**src/rtl/lsu.sv**
```systemverilog
// lsu - load/store stage downstream of the execute unit.
//
// Accepts one execute result per transaction while idle. Non-memory results
// go straight to a one-cycle writeback beat. Loads and stores run one
// request/response handshake on the data bus. Load data is lane-aligned and
// then sign- or zero-extended before the writeback beat.
//
// Optional feature macro: LSU_MISALIGN_CHECK_EN.
//   Defined   : a misaligned memory op raises misalign and issues no bus request.
//   Undefined : misalign stays 0; misaligned accesses are issued unchanged.
//
// Ports
//   clk, rst                        clock, synchronous active-high reset
//   in_valid / in_ready             execute result handshake (ready only in IDLE)
//   alu_out, store_data             effective address or result, store operand
//   mem_rd, mem_wr, mem_size,
//   mem_unsigned, rd, wb_en_in      instruction attributes
//   dreq_*                          data-bus request channel
//   dresp_valid, dresp_data         data-bus response channel
//   wb_valid, wb_en, wb_rd,
//   wb_data, misalign               register-file writeback beat
module lsu #(
  parameter int XLEN = 64,
  parameter int RD_W = 5
) (
  input  logic            clk,
  input  logic            rst,
  input  logic            in_valid,
  output logic            in_ready,
  input  logic [XLEN-1:0] alu_out,
  input  logic [XLEN-1:0] store_data,
  input  logic            mem_rd,
  input  logic            mem_wr,
  input  logic [1:0]      mem_size,
  input  logic            mem_unsigned,
  input  logic [RD_W-1:0] rd,
  input  logic            wb_en_in,
  output logic            dreq_valid,
  input  logic            dreq_ready,
  output logic [XLEN-1:0] dreq_addr,
  output logic            dreq_write,
  output logic [1:0]      dreq_size,
  output logic [XLEN-1:0] dreq_wdata,
  output logic [7:0]      dreq_strobe,
  input  logic            dresp_valid,
  input  logic [XLEN-1:0] dresp_data,
  output logic            wb_valid,
  output logic            wb_en,
  output logic [RD_W-1:0] wb_rd,
  output logic [XLEN-1:0] wb_data,
  output logic            misalign
);

  typedef enum logic [1:0] {IDLE, REQ, WAIT, DONE} state_t;

  state_t          state_q, state_d;
  logic [XLEN-1:0] addr_q, addr_d;
  logic [XLEN-1:0] wdata_q, wdata_d;
  logic [XLEN-1:0] wbdata_q, wbdata_d;
  logic [7:0]      strobe_q, strobe_d;
  logic [1:0]      size_q, size_d;
  logic            write_q, write_d;
  logic            uns_q, uns_d;
  logic            wben_q, wben_d;
  logic            mis_q, mis_d;
  logic [RD_W-1:0] rd_q, rd_d;

  logic            in_misaligned;
  logic [7:0]      size_mask;
  logic [XLEN-1:0] raw;
  logic [XLEN-1:0] load_ext;
  logic            sign_bit;

`ifdef LSU_MISALIGN_CHECK_EN
  // (1 << size) - 1 in 3 bits: for size 3 the shift wraps to 0 and the
  // subtraction wraps to 3'b111, which is exactly the doubleword mask.
  assign in_misaligned = (mem_rd | mem_wr) &&
                         ((alu_out[2:0] & ((3'd1 << mem_size) - 3'd1)) != 3'd0);
`else
  assign in_misaligned = 1'b0;
`endif

  // Byte-enable pattern for an aligned access of the incoming size.
  always_comb begin
    size_mask = 8'hFF;
    case (mem_size)
      2'd0:    size_mask = 8'h01;
      2'd1:    size_mask = 8'h03;
      2'd2:    size_mask = 8'h0F;
      default: size_mask = 8'hFF;
    endcase
  end

  // Lane-align the returned word, then extend from the access size.
  always_comb begin
    raw      = dresp_data >> {addr_q[2:0], 3'b000};
    sign_bit = 1'b0;
    load_ext = raw;
    case (size_q)
      2'd0: begin
        sign_bit = ~uns_q & raw[7];
        load_ext = {{(XLEN-8){sign_bit}}, raw[7:0]};
      end
      2'd1: begin
        sign_bit = ~uns_q & raw[15];
        load_ext = {{(XLEN-16){sign_bit}}, raw[15:0]};
      end
      2'd2: begin
        sign_bit = ~uns_q & raw[31];
        load_ext = {{(XLEN-32){sign_bit}}, raw[31:0]};
      end
      default: load_ext = raw;
    endcase
  end

  always_comb begin
    state_d  = state_q;
    addr_d   = addr_q;
    wdata_d  = wdata_q;
    wbdata_d = wbdata_q;
    strobe_d = strobe_q;
    size_d   = size_q;
    write_d  = write_q;
    uns_d    = uns_q;
    wben_d   = wben_q;
    mis_d    = mis_q;
    rd_d     = rd_q;
    case (state_q)
      IDLE: begin
        if (in_valid) begin
          addr_d   = alu_out;
          size_d   = mem_size;
          uns_d    = mem_unsigned;
          rd_d     = rd;
          write_d  = mem_wr;   // store wins when both rd and wr are set
          // Shifted copies keep only what lands inside the 8-byte lane.
          wdata_d  = store_data << {alu_out[2:0], 3'b000};
          strobe_d = size_mask << alu_out[2:0];
          mis_d    = in_misaligned;
          if (in_misaligned) begin
            wben_d   = 1'b0;
            wbdata_d = alu_out;
            state_d  = DONE;
          end else if (mem_rd | mem_wr) begin
            wben_d   = mem_wr ? 1'b0 : wb_en_in;
            wbdata_d = '0;
            state_d  = REQ;
          end else begin
            wben_d   = wb_en_in;
            wbdata_d = alu_out;
            state_d  = DONE;
          end
        end
      end
      REQ: begin
        if (dreq_ready) state_d = WAIT;
      end
      WAIT: begin
        if (dresp_valid) begin
          if (!write_q) wbdata_d = load_ext;
          state_d = DONE;
        end
      end
      default: state_d = IDLE;
    endcase
  end

  always_ff @(posedge clk) begin
    if (rst) begin
      state_q  <= IDLE;
      addr_q   <= '0;
      wdata_q  <= '0;
      wbdata_q <= '0;
      strobe_q <= '0;
      size_q   <= '0;
      write_q  <= 1'b0;
      uns_q    <= 1'b0;
      wben_q   <= 1'b0;
      mis_q    <= 1'b0;
      rd_q     <= '0;
    end else begin
      state_q  <= state_d;
      addr_q   <= addr_d;
      wdata_q  <= wdata_d;
      wbdata_q <= wbdata_d;
      strobe_q <= strobe_d;
      size_q   <= size_d;
      write_q  <= write_d;
      uns_q    <= uns_d;
      wben_q   <= wben_d;
      mis_q    <= mis_d;
      rd_q     <= rd_d;
    end
  end

  // Outputs decode registered state only; buses read zero outside their phase.
  assign in_ready    = (state_q == IDLE);
  assign dreq_valid  = (state_q == REQ);
  assign dreq_addr   = dreq_valid ? addr_q   : '0;
  assign dreq_write  = dreq_valid & write_q;
  assign dreq_size   = dreq_valid ? size_q   : 2'd0;
  assign dreq_wdata  = dreq_valid ? wdata_q  : '0;
  assign dreq_strobe = dreq_valid ? strobe_q : 8'd0;
  assign wb_valid    = (state_q == DONE);
  assign wb_en       = wb_valid & wben_q;
  assign wb_rd       = wb_valid ? rd_q     : '0;
  assign wb_data     = wb_valid ? wbdata_q : '0;
  assign misalign    = wb_valid & mis_q;

endmodule

```
**config.mk**
```make
export PLATFORM = sky130hd
export DESIGN_NAME = lsu
export DESIGN_NICKNAME = d
export VERILOG_FILES = /design/src/rtl/lsu.sv
export SDC_FILE = /design/constraint.sdc
export NUM_CORES = 1
export LEC_CHECK = 0
export CAP_MARGIN = 20
export CORE_MARGIN = 2
export CORE_UTILIZATION = 50
export DETAILED_ROUTE_END_ITERATION = 16
export PLACE_DENSITY = 0.88
export SLEW_MARGIN = 40
export SYNTH_ARGS = -nofsm -noshare
export SYNTH_HDL_FRONTEND = slang
export SYNTH_SLANG_ARGS = --single-unit
```
**constraint.sdc**
```tcl
create_clock -name clk -period 4.6 [get_ports clk]
set_input_delay 0.69 -clock clk [delete_from_list [all_inputs] [get_ports clk]]
set_output_delay 0.69 -clock clk [all_outputs]
set_load 0.05 [all_outputs]
```
; Word level (Yosys, flattened, before mapping)
; Cells that the tools add are included.
[word_totals]
regBits = 212
output_inout_bits = 213
word_cells = 58
[classes]
n_eq_ne = 11
n_shift = 3
n_mux = 20
bitwise_logic = 7
reduce_logical = 7
[op_table]
columns = cell, count
row1 = $mux 64, 7
row2 = $pmux 64 s3, 1
row3 = $pmux 64 s2, 1
row4 = $shl 64x6->64, 1
row5 = $shr 64x6->64, 1
row6 = $pmux 8 s3, 1
row7 = $mux 2, 5
row8 = $eq 2x2->1 const B, 4
row9 = $mux 8, 1
row10 = $shl 8x3->8, 1
row11 = $eq 2x1->1 const B, 3
row12 = $logic_not 2->1, 3
row13 = $ne 2x2->1 const B, 3
row14 = $pmux 2 s3, 1
row15 = $and 1x1->1, 5
row16 = $mux 5, 1
row17 = $reduce_and 4->1, 1
row18 = $reduce_and 3->1, 1
row19 = $mux 1, 2
row20 = $ne 2x1->1 const B, 1
row21 = $reduce_and 2->1, 1
row22 = $reduce_bool 2->1, 1
row23 = $not 1->1, 1
row24 = $or 1x1->1, 1

; Longest topological paths before layout
; Gate-level depths: netlist of the first run.
[depth]
ltp_word = 6
ltp_mapped = 10

; Least setup slack after synthesis of the first run
; Ideal clock, no wire load.
[synth_path]
path_type = reg2out
start = register state_q[1]
end = output dreq_addr[24]
arrival_time_ps = 1888
setup_slack_ps = 2022
stages_incl_launch_ff = 6
path_cell_list = dfxtp_1 -> inv_1 -> ha_1 -> clkbuf_1 -> clkbuf_1 -> and2_1
[synth_between]
elab_chain_len = 2
[synth_lines]
columns = item, line_no
row1 = start: declaration, 56  ; state_t state_q, state_d;
row2 = start signal: assignment, 182  ; state_q <= state_d;
row3 = $eq 2x1->1, 198  ; assign dreq_valid = (state_q == REQ);
row4 = via dreq_valid, 38  ; output logic dreq_valid,
row5 = $mux 64, 199  ; assign dreq_addr = dreq_valid ? addr_q : '0;
row6 = end: declaration, 40  ; output logic [XLEN-1:0] dreq_addr,
; The timed path passes the listed nets, and every way through them passes these cells.

; Worst setup path after layout of the first run
[layout_path]
start = register state_q[0]
end = output wb_data[52]
[layout_between]
elab_chain_len = 2
[layout_lines]
columns = item, line_no
row1 = $eq 2x2->1, 204  ; assign wb_valid = (state_q == DONE);
row2 = $mux 64, 207  ; assign wb_data = wb_valid ? wbdata_q : '0;
row3 = end: declaration, 50  ; output logic [XLEN-1:0] wb_data,
; No other way between the ends.

==> results of run 1 <==
==> logic make-up after synthesis <==
group / Yosys count / synth area share, %
other: 1 / 0.0283
and+or+nand+nor: 696 / 25.6
AOI/OAI and AO/OA: 430 / 22.7
buffers and inverters: 186 / 5.67
DFF: 212 / 32.0
muxes: 145 / 13.7
adders and majority gates: 4 / 0.377
==> Yosys cell counts (2+ instances only) <==
| library cell | n | area share [%] |
|---|---|---|
| buf_4 | 3 | 0.17 |
| a21o_1 | 2 | 0.11 |
| clkbuf_1 | 126 | 3.6 |
| nor4_4 | 2 | 0.32 |
| nor2_1 | 174 | 4.9 |
| a2bb2oi_1 | 7 | 0.46 |
| nand2_1 | 210 | 5.9 |
| nor3_1 | 46 | 1.7 |
| nand3b_1 | 2 | 0.11 |
| nor4_1 | 11 | 0.52 |
| nor3b_1 | 2 | 0.11 |
| a221oi_1 | 9 | 0.59 |
| mux4_2 | 23 | 3.9 |
| o21ai_0 | 20 | 0.75 |
| o221a_2 | 7 | 0.59 |
| buf_2 | 21 | 0.79 |
| a21oi_1 | 178 | 6.7 |
| or2_2 | 2 | 0.094 |
| a2111oi_1 | 6 | 0.45 |
| a2111oi_0 | 8 | 0.53 |
| dfxtp_1 | 212 | 32 |
| mux2_1 | 3 | 0.25 |
| a2111oi_2 | 21 | 2.4 |
| nand2b_1 | 7 | 0.33 |
| inv_1 | 13 | 0.37 |
| o22ai_1 | 15 | 0.71 |
| nor2b_1 | 21 | 0.99 |
| a22oi_1 | 33 | 1.9 |
| mux2i_1 | 64 | 4.8 |
| mux2_2 | 55 | 4.7 |
| buf_6 | 2 | 0.17 |
| o22ai_2 | 2 | 0.19 |
| and2_1 | 211 | 9.9 |
| a211oi_1 | 113 | 6.4 |
| buf_1 | 20 | 0.57 |
| ha_1 | 4 | 0.38 |
==> critical path, stage by stage, from the launching register on <==
cell	delay, ns
dfxtp_1	0.43
ha_2	0.47
buf_4	0.41
and2_1	0.22
clkdlybuf4s50_1	0.91
==> metrics by stage <==
step	std cells	instance area, um^2	total power [mW]
detailed placement	2280	17500	6.94
CTS	2322	18200	8.85
global route	2323	18200	9.36
global placement	2279	17400	6.82
finish	2323	18200	8.89
floorplan	1674	13300	5.62
==> sequential cells by signal, summed over array words and instances, names as in the netlist <==
register,cells
addr_q,64
rd_q,5
size_q,2
state_q,2
strobe_q,8
uns_q,1
wbdata_q,64
wben_q,1
wdata_q,64
write_q,1
==> worst max-delay path by stage <==
| stage | endpoint | slack, ns |
|---|---|---|
| finish | wb_data[52] | 0.95 |
| floorplan | dreq_addr[24] | 2.02 |
| global placement | wbdata_q[38]$_SDFFE_PP0P_ | 1.54 |
| detailed placement | wbdata_q[32]$_SDFFE_PP0P_ | 1.43 |
| CTS | dreq_addr[21] | 0.94 |
| global route | dreq_addr[21] | 0.87 |
==> area by class of cell <==
type	count	area (um^2)	area share, %
inverters	13	48.8	0.267
diodes	1	2.50	0.0137
flip-flops and latches	212	4250	23.3
well taps	335	419	2.30
repair buffers	444	4420	24.2
multi-input cells	1276	8330	45.7
clock inverters	10	109	0.597
clock buffers	32	669	3.67
==> report_power, final <==
| group | total (mW) | internal, mW | switching, mW |
|---|---|---|---|
| Sequential | 2.61 | 2.31 | 0.304 |
| Clock | 1.91 | 1.13 | 0.782 |
| Combinational | 4.37 | 1.55 | 2.82 |
| Total | 8.89 | 4.99 | 3.90 |
==> metal layers <==
metal / routed length, um / part of all wire (%)
met5: 9 / 0.018
met4: 3320 / 6.6
met3: 4570 / 9.0
met2: 23200 / 46
met1: 19500 / 38
==> results.toml, run 1 <==
[synth]
syn-mean-instance-area_um2 = 7.93
synth.cell_area_mm2 = 0.0133
synthFlopType = "dfxtp_1"
postSynthRegisterBits = 212
synth-async-reset-ratio_pct = 0
sequential_element_share_of_the_synthesized_area_pct = 32.0
synth-edff-count = 0
yosysUniqueCellTypes = 55
postSynthNetCount = 1886
netlist_instances = 1674
yosys_warns = 0

[clock_network]
cts.clk_slew.worst_paths_ns = 0.06
cells_resized_by_post_cts_repair = 0
cts_made_buffers = 23
cts_hold_buf = 0
ctsLongestPathBuffers = 3
clock_latency_ns = 0.51
cts-root-buf = "clkbuf_16"
htreeDepth = 1
post_cts.repair.setup_buffers = 0
tritoncts_clock_tree = "yes"
cts.sinks = 212

[worst_setup_path]
cp_max_fo = 37
worst_setup_path_start_kind = "flop"
critPathKind = "flop to output port"
worstPathArrival_ns = 2.96
cp-end-kind = "output port"
crit_path_start = "state_q[0]$_SDFFE_PP0P_"
worstReg2RegStart = "size_q[1]$_SDFFE_PP0P_"
setup.reg_to_reg.worst_slack_ns = 1.63
cp_data_required_time_ns = 3.91
timing.rr.end = "wbdata_q[56]$_SDFFE_PP0P_"
timing.reg2reg.worst_path_depth = 5

[timing]
drv_slew = 0
holdWs_ns = 0.436
min_period_over_period_pct = 79.5
post-route-worst-setup-slack_ns = 0.945
setup_repair_after_global_routing_missed_its_margin = "no"
max-slew-margin-rel_pct = 37.3
timing.fmax_ghz = 0.274
worst_slew_pin_slew_ns = 0.939
crit_path_time_final_ns = 3.65
fin_worst_skew_ns = 0.0151
timing_hold_violations_final = 0
setup_tns_ns = 0
report.final.setup_viol = 0

[routing]
drt-wirelength-per-cell_um = 21.8
drt_pass1_iterations = 6
initialDrtViolationCount = 1664
postRouteAntennaNets = 0
total_wirelength_of_the_detailed_routed_design_um = 50600
routed_via_density = 6.11
via_count = 14191
drc = 0

[worst_hold_path]
hold_depth = 2
hp-class = "flop to flop"
min-delay-start = "wbdata_q[11]$_SDFFE_PP0P_"
min_delay_worst_endpoint = "wbdata_q[11]$_SDFFE_PP0P_"

[run]
timing.max_cap.violations = 0

[finish]
final.fill_count = 2077
layout.core_utilization_pct = 70.0
syn2layout_area_growth_pct = 37.5
layout_commonest_cell = "clkdlybuf4s50_1"
layout-drive-gt1-share_pct = 10.1
num-nets-final = 2182
most-common-layout-cells = "415 x clkdlybuf4s50_1, 210 x and2_1, 209 x nand2_1, 209 x dfxtp_1, 178 x a21oi_1"

[die]
chipHeight_um = 167
die_area_mm2 = 0.0279
number_of_top_level_design_ports = 421
core_mm2 = 0.0261
die_width_um = 167
rows = 59
floorplan.initialDensity_pct = 50.9

[global_route]
global_route.usage.met1_pct = 42.8
grt_most_used_layer = "met2"
first_global_vias = 13367
groute.layer.met2.usage_pct = 55.9
overall_global_routing_resource_usage_pct = 34.3
grt_first_pass_wirelength_um = 76500
pin_count_of_the_biggest_net_entering_global_routing = 89
gr-usage-met3_pct = 6.15
gr-total-overflow = 0
antenna_violations_before_repair = 2

[pwr]
cellLeakagePower_nw = 6.48
cellPowerDensity_mw_per_mm2 = 487
vdd.ir_drop.worst_v = 0.000326

[placement]
dp_hpwl_um = 36700
post-place-ws_ns = 1.43
port_buffers = 419
finalWeightedCongestion = 1.06

[run_status]
run_status = "finished, final reports clean"
Note: power is estimated with default switching activity, not from simulation.
==> run 2: changes to the inputs <==
Settings changed: CORE_UTILIZATION 50 to 43, PLACE_DENSITY 0.88 to 0.81.
Clock period 4.6 ns to 3.12 ns, I/O delays scaled along.
==> run 2 against run 1 <==
Effect of this change:
- utilization decreased by 8.4 points
- critical endpoint is now dreq_wdata[38]
- largest power group unchanged
- clock skew is 0.0053 ns lower
- critical path depth rose by 1
- sequential share of layout area decreased by 0.67 points
- via count shrank 0.67%
==> results.toml, run 2 (same netlist as run 1, synthesis figures left out) <==
[run_status]
run_status = "finished, final reports clean"

[global_route]
pin_count_of_the_biggest_net_entering_global_routing = 138
first_global_vias = 13658
gr-total-overflow = 0
grt_first_pass_wirelength_um = 81700
overall_global_routing_resource_usage_pct = 31.9
antenna_violations_before_repair = 2

[worst_hold_path]
hp-class = "flop to flop"
min-delay-start = "wbdata_q[12]$_SDFFE_PP0P_"

[placement]
placedInstanceArea_mm2 = 0.0177
dp_hpwl_um = 40000
port_buffers = 419
finalWeightedCongestion = 0.994
post-place-ws_ns = 0.276

[timing]
holdWs_ns = 0.433
crit_path_time_final_ns = 3.05
report.final.setup_viol = 0
min_period_over_period_pct = 97.7
max-slew-margin-rel_pct = 51.0
timing_hold_violations_final = 0
drv_slew = 0
setup_tns_ns = 0
fin_worst_skew_ns = 0.00988
post-route-worst-setup-slack_ns = 0.0702
timing.fmax_ghz = 0.328
worst_slew_pin_slew_ns = 0.734

[finish]
stdcell_area_mm2 = 0.0188
syn2layout_area_growth_pct = 41.6
largest_registers = "addr_q: 64 flops, wbdata_q: 64 flops, wdata_q: 64 flops"
most-common-layout-cells = "350 x clkdlybuf4s50_1, 210 x and2_1, 209 x nand2_1, 209 x dfxtp_1, 178 x a21oi_1"
layout-drive-gt1-share_pct = 12.7
num-nets-final = 2213
layout_commonest_cell = "clkdlybuf4s50_1"

[die]
core_mm2 = 0.0305
die_width_um = 180
die_area_mm2 = 0.0323
rows = 64
floorplan.initialDensity_pct = 43.5
number_of_top_level_design_ports = 421
chipHeight_um = 180

[worst_setup_path]
worstReg2RegStart = "state_q[0]$_SDFFE_PP0P_"
cp-end-kind = "output port"
timing.critical_path.slowest_stage_cell = "clkdlybuf4s50_1"
cp_data_required_time_ns = 2.65
crit_path_cell_trace = "inv_1 -> ha_4 -> buf_16 -> and2_1 -> clkdlybuf4s50_1"
crit_path_start = "state_q[1]$_SDFFE_PP0P_"
max_stage_delay_ns = 0.81
cp_max_fo = 26
worstPathArrival_ns = 2.58
critPathKind = "flop to output port"
worst_setup_path_start_kind = "flop"

[clock_network]
cts-root-buf = "clkbuf_16"
ctsLongestPathBuffers = 3
cts_made_buffers = 26
tritoncts_clock_tree = "yes"
cts.sinks = 212
cts_hold_buf = 0
cts.clk_slew.worst_paths_ns = 0.06
clock_latency_ns = 0.53
htreeDepth = 1

[pwr]
power.total_mw = 13.7
vdd.ir_drop.worst_v = 0.000487
cellLeakagePower_nw = 7.46
cellPowerDensity_mw_per_mm2 = 729

[routing]
drt_pass1_iterations = 5
drt-wirelength-per-cell_um = 22.4
total_wirelength_of_the_detailed_routed_design_um = 54100
postRouteAntennaNets = 0
routed_via_density = 5.82
initialDrtViolationCount = 1281
via_count = 14096
drc = 0

[run]
timing.max_cap.violations = 0
[run 2: layout make-up]
cell class | count | area [um^2]
tap | 396 | 495
timing repair buffer | 472 | 4750
antenna | 3 | 7.51
fill | 2682 | 11700
clock inverter | 16 | 186
clock buffer | 32 | 734
multi-input combinational | 1276 | 8320
inverter | 13 | 48.8
sequential | 212 | 4250
[run 2: worst paths after layout]
path              slack, ns                         to  depth (start not counted)
setup reg to reg       0.53  wbdata_q[48]$_SDFFE_PP0P_                          7
hold reg to reg        0.43  wbdata_q[12]$_SDFFE_PP0P_                          2
hold / removal         0.43  wbdata_q[12]$_SDFFE_PP0P_                          2
setup / recovery       0.07             dreq_wdata[38]                          5
[run 2: metrics by stage]
step	cells	utilization (%)
6_report	2420	61.6
5_1_grt	2418	61.6
4_1_cts	2417	61.3
3_5_place_dp	2367	58.1
3_3_place_gp	2365	58.1
2_1_floorplan	1674	-
[run 2: worst max-delay path, delay by kind of cell (launching register included)]
family	cells	cell delay, ns
fa+ha+maj	1	0.38
buf+inv	3	1.14
flops	1	0.34
simple gates	1	0.18
[run 2: timing repair]
action                                  in CTS  in global routing
resized for setup                            8                 36
setup buffers                                2                  0
endpoints found under the setup margin     102                 36
[run 2: power by group]
part | total (mW) | switching (mW) | internal (mW)
Sequential | 3.81 | 0.402 | 3.40
Combinational | 6.69 | 4.25 | 2.44
Clock | 3.21 | 1.28 | 1.93
Total | 13.7 | 5.93 | 7.78
[run 2: routing by layer]
layer / part of all wire, % / global-route usage, %
met1: 39 / 39.6
met2: 47 / 53.4
met3: 8.6 / 6.83
met4: 4.6 / 13.9
met5: 0 / 0
==> run 3: changes to the inputs <==
Settings changed: CTS_CLUSTER_DIAMETER set to 40, GPL_TIMING_DRIVEN set to 0.
==> run 3 against run 2 <==
Effect of this change:
- first-iteration DRC count is 11% higher
- fmax fell by 0.27%
- register-to-register slack worse by 0.22 ns
- die area unchanged
- critical endpoint is now wb_data[48]
- largest power group unchanged
==> results.toml, run 3 (same netlist as run 1, synthesis figures left out) <==
[clock_network]
cts_hold_buf = 0
cts.clk_slew.worst_paths_ns = 0.06
cts_made_buffers = 31
tritoncts_clock_tree = "yes"
cts-root-buf = "clkbuf_16"
post_cts.repair.setup_buffers = 0
clock_latency_ns = 0.56
htreeDepth = 1
cts.sinks = 212
ctsLongestPathBuffers = 3

[worst_setup_path]
timing.critical_path.slowest_stage_cell = "dlygate4sd2_1"
worst_setup_path_start_kind = "flop"
cp_data_required_time_ns = 2.65
cp_max_fo = 10
crit_path_cell_trace = "ha_2 -> clkbuf_1 -> and2_1 -> dlygate4sd2_1"
worstPathArrival_ns = 2.59
critPathKind = "flop to output port"
max_stage_delay_ns = 0.55
cp-end-kind = "output port"

[placement]
placedCellCount = 2486
dp_hpwl_um = 51500
port_buffers = 416
finalWeightedCongestion = 1.02

[timing]
drv_slew = 0
report.final.setup_viol = 0
min_period_over_period_pct = 98.0
max-slew-margin-rel_pct = 38.8
timing.fmax_ghz = 0.327
crit_path_time_final_ns = 3.06
worst_slew_pin_slew_ns = 0.918
fin_worst_skew_ns = 0.0102
timing_hold_violations_final = 0
setup_repair_after_global_routing_missed_its_margin = "no"

[finish]
layout_commonest_cell = "dfxtp_1"
final.fill_count = 2724
num-nets-final = 2332
largest_registers = "addr_q: 64 flops, wbdata_q: 64 flops, wdata_q: 64 flops"
layout.core_utilization_pct = 62.6
final_cell_count_no_fill = 2542
syn2layout_area_growth_pct = 43.9
most-common-layout-cells = "212 x dfxtp_1, 211 x and2_1, 210 x nand2_1"
area.sequential_mm2 = 0.00424
multiInputGateArea_mm2 = 0.00830
layout-drive-gt1-share_pct = 15.4

[routing]
initialDrtViolationCount = 1428
drt-wirelength-per-cell_um = 25.7
routed_via_density = 5.98
total_wirelength_of_the_detailed_routed_design_um = 65400
drt_pass1_iterations = 6
postRouteAntennaNets = 0
via_count = 15206
drc = 0

[global_route]
gr-total-overflow = 0
antenna_violations_before_repair = 5
overall_global_routing_resource_usage_pct = 38.6
pin_count_of_the_biggest_net_entering_global_routing = 29
grt_first_pass_wirelength_um = 95500
first_global_vias = 15048

[pwr]
vdd.ir_drop.worst_v = 0.000450
cellPowerDensity_mw_per_mm2 = 755
cellLeakagePower_nw = 8.04

[die]
floorplan.initialDensity_pct = 43.5
core_mm2 = 0.0305
chipHeight_um = 180
number_of_top_level_design_ports = 421
die_width_um = 180
rows = 64
die_area_mm2 = 0.0323

[worst_hold_path]
hp-class = "flop to flop"

[run]
timing.max_cap.violations = 0

[run_status]
run_status = "finished, final reports clean"
-- run 3: cell types whose count changed in the layout (fill, tap and decap cells not counted), sizes merged, moves of 15 or more --
cell           delta
dlygate4sd2      +40
buf              -32
clkdlybuf4s15    +86
dlymetal6s2s     +15
clkbuf          +151
clkdlybuf4s50   -143
-- run 3: routing by layer --
layer	vias up	GRT usage (%)	part of all wire [%]
met5	-	0	0.037
li1	6813	-	-
met3	245	7.50	8.6
met1	7172	45.9	38
met2	972	64.4	46
met4	4	23.3	7.2
-- run 3: worst paths after layout --
check             depth (start not counted)                         to  slack [ns]                 startpoint
setup / recovery                          4                wb_data[48]        0.06    state_q[0]$_SDFFE_PP0P_
hold / removal                            2  wbdata_q[10]$_SDFFE_PP0P_        0.43  wbdata_q[10]$_SDFFE_PP0P_
setup reg to reg                          8  wbdata_q[29]$_SDFFE_PP0P_        0.31     addr_q[2]$_SDFFE_PP0P_
hold reg to reg                           2  wbdata_q[10]$_SDFFE_PP0P_        0.43  wbdata_q[10]$_SDFFE_PP0P_
-- run 3: report_power, final --
part	total (mW)	internal (mW)	switching, mW
Sequential	3.76	3.40	0.353
Combinational	7.06	2.32	4.75
Clock	3.59	2.21	1.38
-- run 3: per-stage QoR --
stage               hold WS, ns  instance area (um^2)  power [mW]  setup TNS [ns]  worst slack (ns)
floorplan                 0.407                 13300        8.29               0             0.753
global route              0.459                 19100        15.0               0            0.0205
CTS                       0.435                 19000        14.3               0          0.000741
detailed placement        0.422                 17900        10.7           -4.11            -0.330
global placement          0.423                 17900        10.6          -22.63            -0.398
finish                    0.435                 19100        14.4               0            0.0620
-- run 3: critical path: cells and delay by family (launching register included) --
kind	cells	cell delay (ns)
flip-flops	1	0.39
adder cells (fa/ha/maj)	1	0.38
AND/OR/NAND/NOR	1	0.29
buffers and inverters	2	0.96
-- run 3: final cells by class --
type	instances	area share (%)
clock buffers	35	4.24
plain buffers	169	3.77
multi-input cells	1276	43.4
repair buffers	417	22.1
clock inverters	20	1.27
diodes	4	0.0524
well taps	396	2.59
flip-flops and latches	212	22.2
inverters	13	0.255
-- run 3: timing repair --
item,CTS,global route
pin swaps,0,0
gates resized for setup,358,94
setup endpoints to repair,199,129
